File: src/rtl/timer_pkg.sv
// Shared definitions for the countdown timer: run-state encoding.
package timer_pkg;

  typedef logic state_t;

  localparam state_t ST_IDLE    = 1'b0;
  localparam state_t ST_RUNNING = 1'b1;

endpackage

File: src/rtl/countdown_timer.sv
// Loadable down-counter / rate divider: counts a loaded value to zero, pulses Done on
// expiry and optionally reloads for periodic ticks.
module countdown_timer
  import timer_pkg::*;
#(
  parameter int WIDTH = 8
) (
  input  logic             Clock,
  input  logic             Clear,
  input  logic             Load,
  input  logic [WIDTH-1:0] LoadValue,
  input  logic             Enable,
  input  logic             AutoReload,
  output logic [WIDTH-1:0] CounterValue,
  output logic             Done,
  output logic             Busy
);

  localparam logic [WIDTH-1:0] ZERO = '0;
  localparam logic [WIDTH-1:0] ONE  = WIDTH'(1);

  logic [WIDTH-1:0] count_q, count_d;
  logic [WIDTH-1:0] reload_q, reload_d;
  state_t           state_q, state_d;
  logic             done_q, done_d;

  always_comb begin
    count_d  = count_q;
    reload_d = reload_q;
    state_d  = state_q;
    done_d   = 1'b0;
    if (Load) begin
      count_d  = LoadValue;
      reload_d = LoadValue;
      state_d  = ST_RUNNING;
    end else if (state_q == ST_RUNNING && Enable) begin
      if (count_q > ONE) begin
        count_d = count_q - ONE;
      end else if (count_q == ONE) begin
        count_d = ZERO;
        done_d  = 1'b1;
        if (!AutoReload) state_d = ST_IDLE;
      end else if (AutoReload) begin
        // Sitting at zero: reload; a zero reload value means divide-by-1.
        count_d = reload_q;
        done_d  = (reload_q == ZERO);
      end else begin
        state_d = ST_IDLE;
      end
    end
  end

  always_ff @(posedge Clock) begin
    if (Clear) begin
      count_q  <= ZERO;
      reload_q <= ZERO;
      state_q  <= ST_IDLE;
      done_q   <= 1'b0;
    end else begin
      count_q  <= count_d;
      reload_q <= reload_d;
      state_q  <= state_d;
      done_q   <= done_d;
    end
  end

  assign CounterValue = count_q;
  assign Done         = done_q;
  assign Busy         = (state_q == ST_RUNNING);

endmodule

File: config.mk
export PLATFORM = sky130hd
export DESIGN_NAME = countdown_timer
export DESIGN_NICKNAME = d
export VERILOG_FILES = /design/src/rtl/timer_pkg.sv /design/src/rtl/countdown_timer.sv
export SDC_FILE = /design/constraint.sdc
export NUM_CORES = 1
export LEC_CHECK = 0
export ABC_AREA = 1
export BUFFER_PORTS_ARGS = -buffer_cell sky130_fd_sc_hd__buf_2
export CORE_MARGIN = 5
export CORE_UTILIZATION = 50
export CTS_CLUSTER_SIZE = 40
export DETAILED_ROUTE_END_ITERATION = 10
export PLACE_DENSITY_LB_ADDON = 0.1
export SLEW_MARGIN = 15
export SYNTH_ARGS = -nofsm -noshare
export SYNTH_HDL_FRONTEND = slang
export SYNTH_SLANG_ARGS = --single-unit
File: constraint.sdc
create_clock -name Clock -period 4.3 [get_ports Clock]
set_input_delay 0 -clock Clock [delete_from_list [all_inputs] [get_ports Clock]]
set_output_delay 0 -clock Clock [all_outputs]
set_load 0.005 [all_outputs]
# Word level (Yosys, flattened, before mapping)
# Cells that the tools add are included.
# word_totals
elab_cells,28
register_bits,18
# op_classes
bitwise_logic,1
n_eq_ne,3
n_addsub,1
mux,11
magnitude_cmp,1
reduce_logical,7
# ops
operator,n
two-way mux 8 bit,5
"equality test 8 x 1 -> 1 bit, second input constant",1
"> comparator 8 x 1 -> 1 bit, second input constant",1
zero test 8 bit,1
"subtractor 8 x 1 -> 8 bit, second input constant",1
two-way mux 1 bit,6
"!= test 2 bit, second input constant",2
nonzero test 4 bit,1
OR reduction 4 bit,1
AND reduction 3 bit,1
AND reduction 2 bit,1
nonzero test 2 bit,1
logical AND 1 bit,1
inverter 1 bit,1

# Longest topological paths before layout
# depth
depth_word,5
depth_mapped,10

# Least setup slack after synthesis
# Ideal clock, no wire load.
# synth_timing
path_type,flip-flop to flip-flop
from,register count_q[0] (netlist: CounterValue[0])
to,register count_q[5] (netlist: CounterValue[5])
synth_period_minus_slack_ps,1432
stages_incl_launch_ff,9
required_ps,4234
slack_ps,2868
t_arrival_ps,1366
path_cell_list,dfxtp_1 inv_1 ha_1 nand2_1 nor2_1 nand3_1 o21bai_1 nor2_2 a21oi_2
# synth_between
elab_chain_len,5
elab_cells_between_ends,9
# synth_lines
item,line,rtl
from (decl),countdown_timer.sv:22,"logic [WIDTH-1:0] count_q, count_d;"
from (signal assigned),countdown_timer.sv:60,count_q <= count_d;
"parallel branches: the longest is 5 deep, another holds subtractor 8 x 1 -> 8 bit",-,
# Parallel ways; which one is timed is not known. The select of a mux whose other input is x is not followed.
# A chain may end at the register's enable or synchronous reset.

# Worst setup path in the final report
# layout_timing
from,register count_q[0] (netlist: CounterValue[0])
to,register count_q[7] (netlist: CounterValue[7])
# Same word-level chain as after synthesis.

==> qor.csv <==
stage;metric;value;unit
layout;nets;219;
die;dieArea;0.003262;mm^2
critical_path;ff2ff_setup_slack;2.58;ns
layout;n_antenna_cell;0;
pwr;power;0.0004413;W
route;wire_per_inst;11.26;um
global_route;grt_pass1_vias;1085;
global_route;track_usage;16.81;%
synth;ys_types;25;
timing;setup_viol;0;
route;vias;1163;
timing;fin_crit_sh;40.00;%
route;drc_errors;0;
critical_path;path_cells;inv_1, ha_1, nand2_1, nor2_1, nand3_1, o21bai_1, nor2_2, a21oi_2;
clocking;htreeDepth;1;
synth;netlist_instances;178;
min_path;hold_end;reload_q[4];
clocking;cts_tree;yes;
die;placementRows;17;
critical_path;crit_fanout;7;
timing;report.final.slew_viol_count;0;
outcome;status;finished, final reports clean;
global_route;grt_pass1_wl;4450;um
pwr;p_leak;0.6974;nW
die;initial_core_util;51.15;%
timing;worst_clock_skew;0.002918;ns
place;globalplace.congestion;0.8418;
route;ant_nets;0;
timing;period_needed;1.720;ns
pwr;ir_worst_vdd;204.3;uV
route;vias_per_cell;5.057;
synth;seq_area_frac_synth;32.47;%
layout;nFillCells;238;
die;core;0.002170;mm^2
critical_path;crit_path_end_kind;register;
place;numPortBuffers;22;
min_path;holdPathStages;3;
clocking;insertion_delay;0.29;ns
route;drtPass1Iterations;4;
global_route;grt-ovfl-total;0;
layout;area_growth;15.22;%
synth;avgSynthCellArea;6.235;um^2
timing;worst_slew_pin_slew;0.4434;ns
synth;ys_seq_elements;18;
critical_path;cp_slowest_stage_delay;0.34;ns
synth;yosysWarnings;0;
min_path;min_from;LoadValue[4];
critical_path;required;4.53;ns
critical_path;cp-start-kind;register;
timing;finalHoldViolCount;0;
die;die_x;57.11;um
die;die_y;57.11;um
timing;relSlewSlack;70.41;%
min_path;hold_path.class;primary input to register;
clocking;clock_sinks;18;
critical_path;regToRegStartpoint;CounterValue[0];
route;drt_wl_total;2589;um
clocking;clk_path_buf_depth;2;
clocking;cts_setup_buffers;0;
layout;drive_above_1_share;18.32;%
synth;syn_area;0.001110;mm^2
timing;rsz0062_at_grt;false;
route;drtIter0Drc;20;
place;dp_hpwl;1985;um
pwr;p_per_area;345.1;mW/mm^2
clocking;cts_buffers;3;
clocking;path_clk_slew;0.10;ns
critical_path;arrival;1.95;ns
critical_path;crit_slowest_cell;dfxtp_1;
global_route;grt_max_degree;16;
layout;seqCellArea;360.3;um^2
layout;fin_util;58.94;%
critical_path;worstSetupPathType;register to register;
timing;clock.fmax;0.5814;GHz
critical_path;r2r-end;CounterValue[7];
die;io_pins;23;
flow_run;cap_violations;0;
clocking;cts-root-buf;clkbuf_4;
global_route;antenna_found_initial;0;
critical_path;rr_worst_depth;8;
layout;multiInputGateArea;653.1;um^2
synth;syn-num-nets;193;
timing;setup_tns;0;ns
[metal layers]
| layer | global-route usage, % | share of wire [%] | vias to the layer above |
|---|---|---|---|
| li1 | - | - | 615 |
| met1 | 20.57 | 46 | 518 |
| met2 | 29.85 | 49 | 26 |
| met3 | 2.262 | 3.9 | 4 |
| met4 | 5.960 | 1.0 | 0 |
| met5 | 0 | 0 | - |
[cell families after synthesis]
kind of cell,synth area share (%)
AO/OA/AOI/OAI,10.71
buffers and inverters,8.680
AND/OR/NAND/NOR,45.10
adder cells (fa/ha/maj),2.254
flip-flops,32.47
XOR/XNOR,0.7893
[registers in the layout, indices dropped and copies added (netlist names)]
name / cells
Busy: 1
CounterValue: 8
Done: 1
reload_q: 8
[metrics by stage]
stage	cells	hold slack (ns)	area [um^2]	setup slack (ns)
floorplan	178	0.1449	1110	2.868
global placement	224	0.2805	1226	2.748
detailed placement	224	0.2839	1226	2.639
CTS	230	0.004555	1279	2.608
global route	230	0.01566	1279	2.382
finish	230	0.007063	1279	2.580
[worst max-delay path: cells and delay by family, from the launching register on]
family                   cells  cell delay [ns]
buffers and inverters        1             0.15
AO/OA/AOI/OAI                2             0.36
adder cells (fa/ha/maj)      1             0.27
flip-flops                   1             0.34
AND/OR/NAND/NOR              4             0.54
[how the worst max path moves through the flow]
stage | start | to | depth (start not counted) | slack, ns
finish | CounterValue[0] | CounterValue[7] | 8 | 2.58
global route | CounterValue[0] | CounterValue[7] | 8 | 2.38
CTS | CounterValue[0] | CounterValue[7] | 8 | 2.61
detailed placement | CounterValue[0] | CounterValue[7] | 8 | 2.64
global placement | CounterValue[0] | CounterValue[5] | 8 | 2.75
floorplan | CounterValue[0] | CounterValue[5] | 8 | 2.87
[Yosys cell counts (all sizes together)]
cell type  instances  area [um^2]
nand2             72        287.8
nor2              24        112.6
dfxtp             18        360.4
inv               18        67.56
a21oi             14        77.58
nand3             13        70.07
buf                4        28.77
o21ai              4        20.02
ha                 2        25.02
nor3               2        10.01
o21bai             2        15.01
a31oi              1        6.260
nand3b             1        7.510
nand4              1        6.260
nor4               1        6.260
xor2               1        8.760
[cell usage in the layout (no fill, tap or decap), types with 2 or more instances in the layout]
cell type / instances
nor2_1: 19
nor2_4: 2
nand2_1: 69
a21oi_2: 2
clkbuf_4: 3
a21oi_1: 12
nor2_2: 3
dfxtp_1: 18
nand2_4: 2
inv_1: 17
o21bai_1: 2
o21ai_0: 4
nand3_1: 12
dlygate4sd3_1: 3
nor3_1: 2
ha_1: 2
buf_2: 22
[power breakdown]
group	total (W)	leakage, nW	internal, W	switching, W
Clock	0.0000814	0.0138	0.0000325	0.0000488
Combinational	0.000165	0.535	0.0000616	0.000103
Sequential	0.000195	0.149	0.000181	0.0000136
Total	0.000441	0.697	0.000275	0.000166
[repair_timing]
| item | 4_1_cts | 5_1_grt |
|---|---|---|
| endpoints found under the hold margin | 3 | 0 |
| hold buffers | 3 | 0 |
| setup endpoints to repair | 0 | 0 |
| resized for setup | 0 | 0 |
[cell type report]
| cell class | count | share of cell area [%] |
|---|---|---|
| clock buffer | 3 | 1.761 |
| tap | 28 | 2.740 |
| timing repair buffer | 25 | 10.96 |
| multi-input combinational | 138 | 51.08 |
| sequential | 18 | 28.18 |
| inverter | 18 | 5.284 |
Power figures use the tool's default switching activity.
